<file path="src/rtl/uart_pkg.sv">
// uart_pkg: shared types and helpers for the multi-word UART transmitter.
// Holds the parity mode enum, the TX FSM state enum and the baud divisor helper.
package uart_pkg;

    typedef enum logic [1:0] {
        PAR_NONE = 2'd0,
        PAR_ODD  = 2'd1,
        PAR_EVEN = 2'd2
    } parity_e;

    typedef enum logic [2:0] {
        IDLE,
        START,
        DATA,
        PARITY,
        STOP
    } tx_state_e;

    // Nearest-integer clocks per bit.
    function automatic int calc_div(input int clk_freq, input int baud);
        return (clk_freq + baud / 2) / baud;
    endfunction

endpackage

</file>
<file path="src/rtl/uart_baud_gen.sv">
// uart_baud_gen: bit-period tick generator.
// Ports: clk, rst_n (async low), enable (counter cleared when low), tick (1 cycle every DIV clocks).
module uart_baud_gen #(
    parameter int DIV = 10
) (
    input  logic clk,
    input  logic rst_n,
    input  logic enable,
    output logic tick
);
    import uart_pkg::*;

    localparam int CW = (DIV > 1) ? $clog2(DIV) : 1;

    logic [CW-1:0] cnt;

    assign tick = enable && (cnt == CW'(DIV - 1));

    always_ff @(posedge clk or negedge rst_n) begin
        if (!rst_n) begin
            cnt <= '0;
        end else if (!enable || tick) begin
            cnt <= '0;
        end else begin
            cnt <= cnt + CW'(1);
        end
    end

endmodule

</file>
<file path="src/rtl/uart_tx_multi.sv">
// uart_tx_multi: sends up to NUM_BYTES words from dbuffer back-to-back in one burst.
// Ports: clk, rst_n, tx_start, tx_len, dbuffer in; tx (idle high), tx_busy, tx_done (1-cycle) out.
module uart_tx_multi #(
    parameter int CLK_FREQ  = 50000000,
    parameter int BAUD      = 115200,
    parameter int DATA_BITS = 8,
    parameter int NUM_BYTES = 3,
    parameter int PARITY    = 0,
    parameter int STOP_BITS = 1,
    localparam int LW       = $clog2(NUM_BYTES + 1)
) (
    input  logic                           clk,
    input  logic                           rst_n,
    input  logic                           tx_start,
    input  logic [LW-1:0]                  tx_len,
    input  logic [NUM_BYTES*DATA_BITS-1:0] dbuffer,
    output logic                           tx,
    output logic                           tx_busy,
    output logic                           tx_done
);
    import uart_pkg::*;

    localparam int             DIV    = calc_div(CLK_FREQ, BAUD);
    localparam int             BW     = $clog2(DATA_BITS);
    localparam logic [LW-1:0]  MAXLEN = LW'(NUM_BYTES);
    localparam parity_e        PMODE  = parity_e'(PARITY[1:0]);

    tx_state_e                      state;
    logic [NUM_BYTES*DATA_BITS-1:0] buf_q;
    logic [DATA_BITS-1:0]           sh;
    logic                           par_q;
    logic [BW-1:0]                  bit_cnt;
    logic                           stop_cnt;
    logic [LW-1:0]                  word_idx;
    logic [LW-1:0]                  len_q;
    logic                           tick;

    uart_baud_gen #(
        .DIV(DIV)
    ) u_baud (
        .clk   (clk),
        .rst_n (rst_n),
        .enable(state != IDLE),
        .tick  (tick)
    );

    function automatic logic par_bit(input logic [DATA_BITS-1:0] w);
        return (PMODE == PAR_ODD) ? ~^w : ^w;
    endfunction

    always_ff @(posedge clk or negedge rst_n) begin
        if (!rst_n) begin
            state    <= IDLE;
            buf_q    <= '0;
            sh       <= '0;
            par_q    <= 1'b0;
            bit_cnt  <= '0;
            stop_cnt <= 1'b0;
            word_idx <= '0;
            len_q    <= '0;
            tx       <= 1'b1;
            tx_busy  <= 1'b0;
            tx_done  <= 1'b0;
        end else begin
            tx_done <= 1'b0;
            case (state)
                IDLE: begin
                    if (tx_start && tx_len != '0) begin
                        buf_q    <= dbuffer;
                        len_q    <= (tx_len > MAXLEN) ? MAXLEN : tx_len;
                        word_idx <= '0;
                        tx       <= 1'b0;
                        tx_busy  <= 1'b1;
                        state    <= START;
                    end
                end
                START: begin
                    if (tick) begin
                        tx      <= buf_q[0];
                        sh      <= buf_q[DATA_BITS-1:0] >> 1;
                        par_q   <= par_bit(buf_q[DATA_BITS-1:0]);
                        bit_cnt <= '0;
                        state   <= DATA;
                    end
                end
                DATA: begin
                    if (tick) begin
                        if (bit_cnt == BW'(DATA_BITS - 1)) begin
                            if (PMODE != PAR_NONE) begin
                                tx    <= par_q;
                                state <= uart_pkg::PARITY;
                            end else begin
                                tx       <= 1'b1;
                                stop_cnt <= 1'b0;
                                state    <= STOP;
                            end
                        end else begin
                            tx      <= sh[0];
                            sh      <= sh >> 1;
                            bit_cnt <= bit_cnt + BW'(1);
                        end
                    end
                end
                uart_pkg::PARITY: begin
                    if (tick) begin
                        tx       <= 1'b1;
                        stop_cnt <= 1'b0;
                        state    <= STOP;
                    end
                end
                STOP: begin
                    if (tick) begin
                        if (STOP_BITS == 2 && stop_cnt == 1'b0) begin
                            stop_cnt <= 1'b1;
                        end else if (word_idx == len_q - LW'(1)) begin
                            word_idx <= '0;
                            tx_busy  <= 1'b0;
                            tx_done  <= 1'b1;
                            state    <= IDLE;
                        end else begin
                            // Next word moves into the low slot; no idle gap.
                            word_idx <= word_idx + LW'(1);
                            buf_q    <= buf_q >> DATA_BITS;
                            tx       <= 1'b0;
                            state    <= START;
                        end
                    end
                end
                default: begin
                    state <= IDLE;
                end
            endcase
        end
    end

endmodule

</file>
<file path="config.mk">
export PLATFORM = sky130hd
export DESIGN_NAME = uart_tx_multi
export DESIGN_NICKNAME = d
export VERILOG_FILES = /design/src/rtl/uart_pkg.sv /design/src/rtl/uart_baud_gen.sv /design/src/rtl/uart_tx_multi.sv
export SDC_FILE = /design/constraint.sdc
export NUM_CORES = 1
export LEC_CHECK = 0
export BUFFER_PORTS_ARGS = -buffer_cell sky130_fd_sc_hd__buf_2
export CORE_MARGIN = 2
export CORE_UTILIZATION = 52
export CTS_CLUSTER_SIZE = 40
export DETAILED_ROUTE_END_ITERATION = 10
export PLACE_DENSITY = 0.77
export SLEW_MARGIN = 20
export SYNTH_ARGS = -nofsm -noshare
export SYNTH_HDL_FRONTEND = slang
export SYNTH_SLANG_ARGS = --single-unit
</file>
<file path="constraint.sdc">
create_clock -name clk -period 1.9 [get_ports clk]
set_clock_uncertainty 0.1 [all_clocks]
set_input_delay 0.38 -clock clk [delete_from_list [all_inputs] [get_ports clk]]
set_output_delay 0.38 -clock clk [all_outputs]
set_load 0.02 [all_outputs]
</file>
==> impl_metrics.toml, run 1 <==
[cells_and_area]
seqCellArea_sq_um = 1328
drive_gt1_frac = 0.4467
nets = 332
synthToLayoutAreaGrowth_pct = 31.24
diodes = 0
fill_cells = 343
multiInputGateArea_sq_um = 1369
final_cells = 367
fin_area_sq_um = 3475

[timing]
fmax_ghz = 0.4619
setup_viol = 39
rsz0062_at_grt = "true"
post-route-worst-setup-slack_ps = -265.0
period_share = 1.139
finalMaxSlewViolations = 0
tightest_slew_ps = 459.8
slew_headroom = 0.6891
hold_viol_final = 0
fin_crit_ps = 2165

[status]
violations = "negative setup slack"
status = "complete, but fails checks"

[setup_path]
r2r_cells = 7
crit_path_start = "u_baud.cnt[1]"
critPathRequiredTime_ps = 2000
r2r_setup_slack_ps = -270
critPathCapture = "buf_q[12]"
timing.rr.end = "buf_q[12]"
end_kind = "flop"
worstSetupStartpointType = "flop"
critPathArrivalTime_ps = 2260
critPathMaxFanout = 5
path_class = "reg -> reg"
r2r_start = "u_baud.cnt[1]"

[cts]
clkLatencyLatePin_ps = 310
cts-root-buf = "clkbuf_8"
numCtsBuffers = 5
cts_max_path_buffers = 2
cts-htree-levels = 2
clkSinkCount = 53
clk_pin_slew_ps = 90
cts_tree = "built"

[synthesis]
synth_top_area_frac = 0.4915
syn_inst = 227
synth_nets = 260
yosysWarnings = 0
ys.flop_type = "dfrtp_1"
ys_seq_area_frac = 0.5014
synth_top_cells_by_area = "dfrtp_1 49%, mux2_2 8.9%, mux2_4 6.2%, nor2_1 3.4%, a22o_1 3.3%"
synth_area_leader_cell = "dfrtp_1"
syn_area_sq_um = 2648
async_reset_ff_frac = 1.000
synth_edf_count = 0
yosysUniqueCellTypes = 39
ys_ff_latch = 53
synth.avg_cell_area_sq_um = 11.66

[floorplanning]
rows = 25
core_sq_um = 4817
start_util = 0.5496
die_x_um = 75.36
die_y_um = 75.36
die_area_sq_um = 5678
io_pins = 32

[detailed_routing]
ant_nets = 0
totalWireLength_um = 5958
num_vias = 2026
drcViolationCount = 0
vias_per_cell = 5.520
drt_iter0_markers = 94
avgRoutedWirePerCell_um = 16.23
dr.pass1.iters = 4

[global_route]
grt_pass1_vias = 1970
grt_pass1_wl_um = 9597
grt_start_max_net_pins = 54
grt_overflow = 0
antenna_found_initial = 0
grt.total_usage = 0.2284

[power_and_ir_drop]
p_leak_uw = 0.001642
power_density_nw_per_um2 = 579.4
p_total_uw = 2013
peakVddDrop_v = 0.0004852

[place]
port-buffer-count = 31
postPlaceCellArea_sq_um = 3122
hpwl_um = 3576
dpl.cell_count = 347
routabilityCongestion = 0.8372

[job]
drv_cap = 0

[hold_path]
hp-class = "in -> reg"
-- cells in the mapped netlist (2+ instances only) --
master and n:
xnor2_1 6, nor2_1 24, o22ai_1 3, nand2_1 11
or3_1 2, nand3_1 6, xor2_1 2, buf_6 3
nand2b_1 6, o21ai_0 11, dfrtp_1 52, buf_4 2
a21oi_1 9, inv_1 10, mux2_4 11, or3b_1 2
mux2_2 21, a22oi_1 2, ha_1 4, a22o_1 10
mux2i_1 7, nor3_1 3, buf_2 4
-- worst min path at each step --
| stage | from | to | slack (ps) | cells past startpoint |
|---|---|---|---|---|
| 2_1_floorplan | rst_n | bit_cnt[0] | -20 | 0 |
| 3_3_place_gp | rst_n | u_baud.cnt[0] | 290 | 2 |
| 4_1_cts | tx_len[1] | len_q[1] | 160 | 3 |
| 5_1_grt | dbuffer[22] | buf_q[22] | 180 | 2 |
| 6_report | tx_len[1] | len_q[1] | 170 | 3 |
| 3_5_place_dp | rst_n | u_baud.cnt[1] | 300 | 2 |
-- worst max-delay path, stage by stage (launching register included) --
cell       delay (ps)
dfrtp_1           390
inv_1              70
ha_2              170
or4b_4            490
nor3_4            230
buf_6             160
o2bb2ai_4         120
mux2_4            330
-- repair_timing --
item | CTS | global route
pin swaps | 7 | 3
buffers inserted | 6 | 1
endpoints found under the setup margin | 37 | 41
endpoints found under the hold margin | 52 | 0
gates cloned | 4 | 0
resized for setup | 14 | 8
hold buffers | 1 | 0
-- registers in the layout (all words and copies together) (netlist names) --
name and flops:
u_baud.cnt 9, tx_done 1, buf_q 24, state 3
tx 1, word_idx 2, sh 7, len_q 2
tx_busy 1, bit_cnt 3
-- metal layers --
layer / global-route usage / up-vias / wire length (um)
li1: - / 959 / -
met1: 0.3099 / 987 / 2599
met2: 0.3507 / 58 / 2889
met3: 0.05423 / 22 / 288
met4: 0.1033 / 0 / 180
met5: 0 / - / 0
-- final cells by class --
class | count | area share
sequential | 53 | 0.3821
clock inverter | 2 | 0.01116
timing repair buffer | 72 | 0.1570
inverter | 10 | 0.01080
multi-input combinational | 157 | 0.3939
tap | 67 | 0.02413
clock buffer | 6 | 0.02089
-- logic make-up (layout without fill, tap and decap cells) --
family / count (synthesis) / in the layout / synth area share
AO/OA/AOI/OAI: 40 / 43 / 0.1077
XOR/XNOR: 8 / 8 / 0.02647
adder cells (fa/ha/maj): 4 / 4 / 0.01890
buffers and inverters: 20 / 90 / 0.04159
flip-flops: 53 / 53 / 0.5014
multiplexers: 39 / 39 / 0.1782
AND/OR/NAND/NOR: 63 / 63 / 0.1257
-- power by group --
group	switching (uW)	internal (uW)	leakage, uW
Combinational	49.5	54.0	0.000881
Sequential	7.15	1140	0.000706
Clock	367	396	0.0000554
Total	424	1590	0.00164
-- stage by stage --
stage	setup TNS, ps	hold slack (ps)	util	setup WS (ps)
finish	-8186	173.4	0.7213	-265.0
global route	-11130	175.7	0.7213	-341.4
CTS	-6156	163.0	0.7112	-206.7
detailed placement	-8026	299.9	0.6481	-304.3
global placement	-7127	291.1	0.6481	-274.3
floorplan	-1922	-15.59	-	-137.7
-- placed cells by master, fill, tap and decap left out, types with 7 or more instances in the layout --
master    n
nand2_1  11
a21oi_1   8
inv_1    10
buf_6     8
mux2_4   11
o21ai_0   7
buf_2    31
buf_4    29
a22o_1   10
mux2_2   21
nor2_1   23
mux2i_1   7
dfrtp_1  52
No activity file was read; power rests on OpenSTA's default activity.
==> run 2: changes to the inputs <==
--- a/config.mk
+++ b/config.mk
@@ -7,10 +7,10 @@
 export LEC_CHECK = 0
 export BUFFER_PORTS_ARGS = -buffer_cell sky130_fd_sc_hd__buf_2
 export CORE_MARGIN = 2
-export CORE_UTILIZATION = 52
+export CORE_UTILIZATION = 45
 export CTS_CLUSTER_SIZE = 40
 export DETAILED_ROUTE_END_ITERATION = 10
-export PLACE_DENSITY = 0.77
+export PLACE_DENSITY = 0.69
 export SLEW_MARGIN = 20
 export SYNTH_ARGS = -nofsm -noshare
 export SYNTH_HDL_FRONTEND = slang
==> run 2 against run 1 <==
  * The run still ends with negative setup slack left
  * Wire length is 17% lower
  * Total power shrank 0.14%
  * Clock-buffer cell count grew 1
  * Via count decreased by 9.9%
  * Global-route usage down 5.8 points
  * Sequential cell count unchanged
  * First-iteration DRC count up 15%
  * Critical path depth unchanged
  * Critical path type unchanged
  * Critical endpoint is now buf_q[15]
  * Largest cell class is now registers
==> impl_metrics.toml, run 2 (synthesis gave the netlist of run 1 again) <==
[status]
status = "complete, but fails checks"
violations = "negative setup slack"

[floorplanning]
die_y_um = 80.71
die_x_um = 80.71
core_sq_um = 5608
rows = 27
io_pins = 32
start_util = 0.4721
die_area_sq_um = 6513

[setup_path]
critPathRequiredTime_ps = 1990
r2r_start = "u_baud.cnt[1]"
end_kind = "flop"
worstSetupStartpointType = "flop"
r2r_setup_slack_ps = -180
critPathArrivalTime_ps = 2170
critPathMaxFanout = 25
r2r_cells = 7
timing.rr.end = "buf_q[15]"
path_class = "reg -> reg"

[cts]
clk_pin_slew_ps = 90
cts-htree-levels = 2
clkLatencyLatePin_ps = 300
cts_max_path_buffers = 2
clkSinkCount = 53
cts-root-buf = "clkbuf_8"
cts_setup_buffers = 0
cts_tree = "built"
numCtsBuffers = 5

[place]
port-buffer-count = 31
postPlaceCellArea_sq_um = 3080
routabilityCongestion = 0.8483
hpwl_um = 3500

[cells_and_area]
fill_cells = 515
drive_gt1_frac = 0.3950
synthToLayoutAreaGrowth_pct = 21.88
final_common_cell = "dfrtp_1"
top_register = "buf_q"
fin_area_sq_um = 3227
nets = 313
utilization = 0.5754
diodes = 0
largestRegisters = "buf_q: 24 flops, u_baud.cnt: 9 flops, sh: 7 flops"
largest_register_ffs = 24
final_cell_mix = "52 x dfrtp_1, 31 x buf_2, 23 x nor2_1"

[power_and_ir_drop]
power_density_nw_per_um2 = 623.0
sw_frac_of_total = 0.1938
pwr-share-seq = 0.570
p_leak_uw = 0.001539
power.share.combinational = 0.048
p_clk_frac = 0.382
p_int_uw = 1621
peakVddDrop_v = 0.0003904
switchingPower_uw = 389.7
p_total_uw = 2010

[timing]
finalMaxSlewViolations = 0
period_share = 1.095
rsz0062_at_grt = "true"
fmax_ghz = 0.4807
hold_slack_ps = 184.5
hold_viol_final = 0
slew_headroom = 0.7038
post-route-worst-setup-slack_ps = -180.2
setup_viol = 37
fin_crit_ps = 2080
tightest_slew_ps = 444.3
setup_tns_ps = -4281

[detailed_routing]
num_vias = 1826
vias_per_cell = 5.173
drt_iter0_markers = 108
avgRoutedWirePerCell_um = 13.99
dr.pass1.iters = 4
totalWireLength_um = 4939
ant_nets = 0
drcViolationCount = 0

[global_route]
grt_start_max_net_pins = 36
grt_pass1_vias = 1783
antenna_found_initial = 0
grt.total_usage = 0.1703
grt_overflow = 0
grt_pass1_wl_um = 8473

[hold_path]
hp-start = "tx_len[0]"
min_to = "len_q[0]"
min_path_cells = 3
hp-class = "in -> reg"

[job]
drv_cap = 0
-- run 2: cell types whose count changed in the layout (fill, tap and decap cells not counted), moves of 2 or more --
cell,previous run,this run
buf_4,29,21
buf_6,8,0
o21ai_0,7,9
o2bb2ai_4,4,1
-- run 2: timing repair --
action / in CTS / in global routing
hold endpoints to repair: 17 / 0
gates resized for setup: 3 / 2
setup endpoints to repair: 37 / 40
cloned: 0 / 0
hold buffers: 1 / 0
pin swaps: 0 / 1
-- run 2: routing by layer --
layer / GRT usage / share of wire / vias to the layer above / routed length [um]
li1: - / - / 911 / -
met1: 0.2478 / 0.49 / 868 / 2424
met2: 0.2533 / 0.45 / 40 / 2235
met3: 0.03483 / 0.038 / 7 / 190
met4: 0.05932 / 0.018 / 0 / 88
met5: 0 / 0 / - / 0
-- run 2: worst max-delay path, stage by stage, from the launching register on --
cell and delay (ps):
dfrtp_1 380, inv_1 50, ha_1 150, or4b_4 520, nor3_4 190, o2bb2ai_4 80, buf_12 170, mux2_4 300
-- run 2: final cells by class --
type,count,area (sq um),area share
clock inverters,1,30.03,0.009306
well taps,72,90.09,0.02792
repair buffers,56,382.9,0.1187
clock buffers,7,86.33,0.02675
multi-input cells,154,1272,0.3943
inverters,10,37.54,0.01163
flip-flops and latches,53,1328,0.4114
-- run 2: power by group through the flow --
| stage | clock network (uW) | logic, uW | registers, uW |
|---|---|---|---|
| 2_1_floorplan | 0 | 31.7 | 1170 |
| 3_3_place_gp | 0 | 95.8 | 1170 |
| 3_5_place_dp | 0 | 97.1 | 1170 |
| 4_1_cts | 800 | 99.2 | 1150 |
| 5_1_grt | 850 | 109 | 1150 |
| 6_report | 768 | 96.1 | 1150 |
-- run 2: stage by stage --
stage / instances / setup slack [ps]
after floorplan: 227 / -137.7
after global placement: 344 / -140.4
after detailed placement: 344 / -155.9
after CTS: 353 / -171.8
after global routing: 353 / -241.9
final: 353 / -180.2
-- run 2: worst max-delay path by stage --
| stage | from | endpoint | slack (ps) | depth (start not counted) |
|---|---|---|---|---|
| final | u_baud.cnt[1] | buf_q[15] | -180 | 7 |
| after global routing | u_baud.cnt[1] | buf_q[5] | -240 | 7 |
| after CTS | u_baud.cnt[1] | buf_q[10] | -170 | 7 |
| after detailed placement | u_baud.cnt[1] | buf_q[7] | -160 | 7 |
| after global placement | u_baud.cnt[1] | buf_q[6] | -140 | 7 |
| after floorplan | u_baud.cnt[1] | buf_q[10] | -140 | 7 |
